**src/rtl/debounce_pkg.sv**
```systemverilog
// rtl/debounce_pkg.sv - shared defaults and width helpers for the debounce array
//
// Purpose: default parameter values and width functions used by
// debounce_array and debounce_channel. No ports.
package debounce_pkg;

  localparam int DEF_N_CH          = 9;
  localparam int DEF_STABLE_CNT    = 20;
  localparam int DEF_REPEAT_DELAY  = 1000;
  localparam int DEF_REPEAT_PERIOD = 200;

  // Stable counter holds 0..STABLE_CNT-1; never let the width collapse to 0.
  function automatic int cnt_width(input int stable_cnt);
    if (stable_cnt <= 1) return 1;
    return $clog2(stable_cnt + 1);
  endfunction

  // Repeat counter holds 0..max(delay, period)-1.
  function automatic int rep_width(input int delay, input int period);
    int m;
    m = (delay > period) ? delay : period;
    if (m <= 1) return 1;
    return $clog2(m);
  endfunction

endpackage

```
**src/rtl/debounce_channel.sv**
```systemverilog
// rtl/debounce_channel.sv - one debounced channel with edge pulses and optional auto-repeat
//
// Purpose: two-flop synchroniser, stable-level counter, level register,
// registered rise/fall pulses and (with DEBOUNCE_REPEAT_EN defined) an
// auto-repeat pulse generator.
// Ports:
//   clk_i     - clock
//   rst_ni    - asynchronous active-low reset
//   raw_i     - raw pin, asynchronous to clk_i
//   level_o   - debounced level
//   rise_o    - one-cycle pulse on accepted 0->1
//   fall_o    - one-cycle pulse on accepted 1->0
//   repeat_o  - one-cycle auto-repeat pulse while held high (0 without DEBOUNCE_REPEAT_EN)
module debounce_channel
  import debounce_pkg::*;
#(
  parameter int   STABLE_CNT  = DEF_STABLE_CNT,
  parameter logic RESET_LEVEL = 1'b0
`ifdef DEBOUNCE_REPEAT_EN
  ,
  parameter int   REPEAT_DELAY  = DEF_REPEAT_DELAY,
  parameter int   REPEAT_PERIOD = DEF_REPEAT_PERIOD
`endif
) (
  input  logic clk_i,
  input  logic rst_ni,
  input  logic raw_i,
  output logic level_o,
  output logic rise_o,
  output logic fall_o,
  output logic repeat_o
);

  localparam int              CW       = cnt_width(STABLE_CNT);
  localparam logic [CW-1:0]   CNT_LAST = CW'(STABLE_CNT - 1);

  logic          sync1_q, sync2_q;
  logic [CW-1:0] cnt_q, cnt_d;
  logic          level_q, level_d;
  logic          rise_q, rise_d;
  logic          fall_q, fall_d;

  // Any cycle where the synchronised input matches the accepted level
  // restarts the count, so a glitch even one cycle before acceptance
  // costs a full STABLE_CNT again.
  always_comb begin
    cnt_d   = cnt_q;
    level_d = level_q;
    rise_d  = 1'b0;
    fall_d  = 1'b0;
    if (sync2_q == level_q) begin
      cnt_d = '0;
    end else if (cnt_q == CNT_LAST) begin
      level_d = sync2_q;
      cnt_d   = '0;
      rise_d  = sync2_q;
      fall_d  = ~sync2_q;
    end else begin
      cnt_d = cnt_q + CW'(1);
    end
  end

  always_ff @(posedge clk_i or negedge rst_ni) begin
    if (!rst_ni) begin
      sync1_q <= RESET_LEVEL;
      sync2_q <= RESET_LEVEL;
      cnt_q   <= '0;
      level_q <= RESET_LEVEL;
      rise_q  <= 1'b0;
      fall_q  <= 1'b0;
    end else begin
      sync1_q <= raw_i;
      sync2_q <= sync1_q;
      cnt_q   <= cnt_d;
      level_q <= level_d;
      rise_q  <= rise_d;
      fall_q  <= fall_d;
    end
  end

  assign level_o = level_q;
  assign rise_o  = rise_q;
  assign fall_o  = fall_q;

`ifdef DEBOUNCE_REPEAT_EN
  localparam int            RW          = rep_width(REPEAT_DELAY, REPEAT_PERIOD);
  localparam logic [RW-1:0] DELAY_LAST  = RW'(REPEAT_DELAY - 1);
  localparam logic [RW-1:0] PERIOD_LAST = RW'(REPEAT_PERIOD - 1);

  logic [RW-1:0] rep_cnt_q, rep_cnt_d;
  logic          periodic_q, periodic_d;   // first repeat already issued
  logic          repeat_q, repeat_d;

  // Count only on cycles where the level was 1 and stays 1: the rise
  // cycle starts from zero and the fall cycle clears without a pulse.
  always_comb begin
    rep_cnt_d  = rep_cnt_q;
    periodic_d = periodic_q;
    repeat_d   = 1'b0;
    if (level_q && level_d) begin
      if (rep_cnt_q == (periodic_q ? PERIOD_LAST : DELAY_LAST)) begin
        repeat_d   = 1'b1;
        rep_cnt_d  = '0;
        periodic_d = 1'b1;
      end else begin
        rep_cnt_d = rep_cnt_q + RW'(1);
      end
    end else begin
      rep_cnt_d  = '0;
      periodic_d = 1'b0;
    end
  end

  always_ff @(posedge clk_i or negedge rst_ni) begin
    if (!rst_ni) begin
      rep_cnt_q  <= '0;
      periodic_q <= 1'b0;
      repeat_q   <= 1'b0;
    end else begin
      rep_cnt_q  <= rep_cnt_d;
      periodic_q <= periodic_d;
      repeat_q   <= repeat_d;
    end
  end

  assign repeat_o = repeat_q;
`else
  assign repeat_o = 1'b0;
`endif

endmodule

```
**src/rtl/debounce_array.sv**
```systemverilog
// rtl/debounce_array.sv - N_CH-channel debouncer for board switches and buttons
//
// Purpose: instantiates one debounce_channel per raw input. Auto-repeat is
// compiled in only when DEBOUNCE_REPEAT_EN is defined; otherwise repeat_o
// is tied low and the port list is unchanged.
// Ports:
//   main_clk  - system clock (2 kHz)
//   rst_n     - asynchronous active-low reset
//   raw_i     - raw pin inputs, asynchronous to main_clk
//   level_o   - debounced levels
//   rise_o    - one-cycle pulses on accepted 0->1
//   fall_o    - one-cycle pulses on accepted 1->0
//   repeat_o  - one-cycle auto-repeat pulses while held high
module debounce_array
  import debounce_pkg::*;
#(
  parameter int              N_CH          = DEF_N_CH,
  parameter int              STABLE_CNT    = DEF_STABLE_CNT,
  parameter logic [N_CH-1:0] RESET_LEVEL   = {N_CH{1'b0}},
  parameter int              REPEAT_DELAY  = DEF_REPEAT_DELAY,
  parameter int              REPEAT_PERIOD = DEF_REPEAT_PERIOD
) (
  input  logic            main_clk,
  input  logic            rst_n,
  input  logic [N_CH-1:0] raw_i,
  output logic [N_CH-1:0] level_o,
  output logic [N_CH-1:0] rise_o,
  output logic [N_CH-1:0] fall_o,
  output logic [N_CH-1:0] repeat_o
);

  // Elaboration-time guard on parameter ranges.
  if (STABLE_CNT < 1 || REPEAT_DELAY < 1 || REPEAT_PERIOD < 1) begin : g_param_check
    $error("debounce_array: STABLE_CNT, REPEAT_DELAY and REPEAT_PERIOD must be >= 1");
  end

  for (genvar g = 0; g < N_CH; g++) begin : g_ch
    debounce_channel #(
      .STABLE_CNT    (STABLE_CNT),
      .RESET_LEVEL   (RESET_LEVEL[g])
`ifdef DEBOUNCE_REPEAT_EN
      ,
      .REPEAT_DELAY  (REPEAT_DELAY),
      .REPEAT_PERIOD (REPEAT_PERIOD)
`endif
    ) u_ch (
      .clk_i    (main_clk),
      .rst_ni   (rst_n),
      .raw_i    (raw_i[g]),
      .level_o  (level_o[g]),
      .rise_o   (rise_o[g]),
      .fall_o   (fall_o[g]),
      .repeat_o (repeat_o[g])
    );
  end

endmodule

```
**config.mk**
```make
export PLATFORM = sky130hd
export DESIGN_NAME = debounce_array
export DESIGN_NICKNAME = d
export VERILOG_FILES = /design/src/rtl/debounce_pkg.sv /design/src/rtl/debounce_channel.sv /design/src/rtl/debounce_array.sv
export SDC_FILE = /design/constraint.sdc
export NUM_CORES = 1
export LEC_CHECK = 0
export ABC_AREA = 1
export CORE_ASPECT_RATIO = 0.8
export CORE_MARGIN = 2
export CORE_UTILIZATION = 30
export DETAILED_ROUTE_END_ITERATION = 16
export REMOVE_ABC_BUFFERS = 1
export SYNTH_ARGS = -nofsm -noshare
export SYNTH_HDL_FRONTEND = slang
export SYNTH_SLANG_ARGS = --single-unit
```
**constraint.sdc**
```tcl
create_clock -name main_clk -period 2.7 [get_ports main_clk]
set_input_delay 0.27 -clock main_clk [delete_from_list [all_inputs] [get_ports main_clk]]
set_output_delay 0.27 -clock main_clk [all_outputs]
set_load 0.05 [all_outputs]
```
==> implementation parameters <==
Parameter                              Value

Clock tree
  Clock tree from TritonCTS ... done
  CTS Sinks ... 90
  Clock-pin slew on the worst setup and hold paths ... 60 ps
  # Post-CTS Setup Buffers ... 0
  Total clock buffers created by CTS ... 9
  Max H-tree Level ... 3
  Buffer cell driving the clock tree root ... clkbuf_16
  Number of instances resized during post-cts repair ... 0
  Max clock buf depth ... 2
  Insertion delay of the later-clocked pin in the worst-skew pair ... 330 ps

GRT
  Vias in the first global route ... 2,358
  Initial antenna violation count ... 0
  Global-route wire length before repair ... 10,090 um
  Pin count of the biggest net entering global routing ... 47
  Total congestion overflow ... 0
  Overall Global Routing Usage ... 9.342%

STA
  Max-slew headroom at the worst pin ... 62.07%
  RSZ-0062 raised after global routing ... false
  Worst Max-Slew Pin Slew ... 568.9 ps
  Final critical-path required period ... 1902 ps
  Hold_ws ... 347.8 ps
  Period utilization ... 70.45%
  Fmax ... 525.7 MHz
  Worst setup skew after layout ... 4.432 ps
  Setup TNS Final ... 0 ps
  Fin. Hold Viols ... 0
  Final setup violation count ... 0
  Slew Limit Fails ... 0

Yosys
  Post-synthesis area per instance ... 9.683 um^2
  Yosys warning count ... 0
  Synth unique cells ... 18
  Part of the Yosys area used for sequential elements ... 58.88%
  Synthesized netlist cell count ... 395
  Total of flip-flops plus latches after synthesis ... 90
  Syn Std Cell Area ... 3825 um^2

Power and ir drop
  Clock network fraction of design power ... 47.3%
  Switching power ... 629.8 uW
  Static Leakage ... 0.002118 uW
  P_int ... 2403 uW
  Part of the total power dissipated in sequential elements ... 47.4%
  Switching Share ... 20.77%
  Power Density ... 666.8 nW/um^2
  Maximum VDD drop ... 416.0 uV
  Comb pwr share ... 5.3%
  Post-layout power ... 3033 uW

Worst setup path
  Type of the worst setup path ... reg -> out
  Cell type of the slowest stage on the worst timing path ... clkdlybuf4s50_1
  Worst Path Buf+Inv ... 1
  Cell Chain, Critical Path ... clkdlybuf4s50_1
  Data required time at the worst endpoint ... 2430 ps
  Type of element launching the critical path ... flop
  Critical path data arrival time ... 1630 ps
  CP peak stage delay ... 850 ps
  CP max FO ... 6
  CP endpoint kind ... output pin
  Family with the most delay on the worst path ... buffers and inverters

Die
  Die Outline Area ... 13,670 um^2
  Number of cell rows ... 36
  Ports placed on the boundary ... 47
  Die Span X ... 130.2 um
  Area inside the core boundary ... 12,300 um^2
  DIE HEIGHT ... 105.0 um
  Starting utilization of the core area ... 31.11%

Finish
  Most frequent cells in the layout ... dfrtp_1 (90), nor2_1 (64), nand2_1 (63), inv_1 (47), clkdlybuf4s50_1 (36)
  Post-Layout Cell Count ... 592
  Commonest non-fill, non-tap cell in the layout ... dfrtp_1
  Area Overhead vs Synth ... 18.91%
  Antenna Cells ... 0
  Fraction of final layout cells with drive strength greater than 1 ... 6.888%
  Count of nets after finishing ... 437
  Utilization of the core after routing ... 36.99%

Route
  Drt total wl ... 5683 um
  Pre-Repair DR Iteration Count ... 5
  Vias per cell ... 4.073
  # DRC ... 0
  Mean routed wirelength per cell ... 9.600 um
  Antenna violation net count after detailed routing ... 0
  DRC marker count from the first detailed-route iteration ... 89
  Number of vias after detailed routing ... 2,411

Hold path
  Worst min-delay path class ... reg -> reg

Place
  Placer's final routability congestion estimate ... 0.7538
  DP Wirelength ... 4035 um
  Total instance count after detailed placement ... 576
  Port Buffers ... 37

Run
  Max capacitance violation total ... 0

Run status
  Result of the run ... finished clean
sequential cells by signal, summed over array words and instances (netlist names):
signal and cells:
g_ch.u_ch.fall_o 9, g_ch.u_ch.rise_o 9, g_ch.u_ch.cnt_q 45, g_ch.u_ch.sync1_q 9, g_ch.u_ch.sync2_q 9, g_ch.u_ch.level_o 9
cells by family (layout without fill, tap and decap cells):
logic type	Yosys count	count (layout)	synth area share (%)
buf+inv	83	101	11.68
simple gates	180	180	20.67
other cells	1	9	0.09804
flops	90	90	58.88
fa+ha+maj	9	9	2.944
xor+xnor	15	15	3.435
compound gates	17	17	2.290
layout make-up:
cell class	count	area, um^2
Clock inverter	4	98.84
Multi-Input combinational cell	230	1156
Clock buffer	11	252.7
Inverter	47	176.4
Fill cell	1227	7749
Sequential cell	90	2252
Timing Repair Buffer	39	397.9
Tap cell	171	214.0
through the flow:
step | setup WS (ps) | instance area, um^2
6_report | 797.7 | 4548
5_1_grt | 745.7 | 4548
4_1_cts | 775.0 | 4548
3_5_place_dp | 1143 | 4187
3_3_place_gp | 1170 | 4187
2_1_floorplan | 1583 | 3585
routing by layer:
layer	global-route usage, %	routed length [um]
met1	10.93	2649
met5	0	0
met4	4.301	89
met3	3.943	309
met2	14.81	2634
final timing paths:
check                                         to  slack (ps)  depth (start not counted)                   from
min in group asynchronous   g_ch[2].u_ch.level_o         470                          2                  rst_n
setup / recovery                      level_o[0]         800                          1   g_ch[0].u_ch.level_o
max in group asynchronous  g_ch[8].u_ch.cnt_q[0]        1590                          3                  rst_n
hold reg to reg             g_ch[3].u_ch.sync2_q         350                          0   g_ch[3].u_ch.sync1_q
hold / removal              g_ch[3].u_ch.sync2_q         350                          0   g_ch[3].u_ch.sync1_q
setup reg to reg           g_ch[2].u_ch.cnt_q[3]        1530                          6  g_ch[2].u_ch.cnt_q[0]
cells in the mapped netlist (all sizes together):
cell type | number | area share, %
and2 | 1 | 0.16
nor2 | 64 | 6.3
dfrtp | 90 | 59
nand4 | 14 | 2.3
a21oi | 7 | 0.92
nand3 | 26 | 3.9
xnor2 | 11 | 2.5
o21ai | 9 | 1.2
inv | 47 | 4.6
nand2 | 71 | 7.5
o21bai | 1 | 0.20
nor3 | 4 | 0.52
xor2 | 4 | 0.92
conb | 1 | 0.098
ha | 9 | 2.9
buf | 36 | 7.1
power groups by stage:
| stage | logic, uW | registers [uW] | clock network, uW |
|---|---|---|---|
| after floorplan | 106 | 1450 | 0 |
| after global placement | 161 | 1460 | 0 |
| after detailed placement | 164 | 1460 | 0 |
| after CTS | 166 | 1440 | 1490 |
| after global routing | 189 | 1440 | 1550 |
| final | 162 | 1440 | 1430 |
timing repair:
item / 4_1_cts / 5_1_grt
endpoints found under the setup margin: 0 / 0
hold buffers: 1 / 0
hold endpoints to repair: 44 / 0
Note: power is estimated with default switching activity, not from simulation.
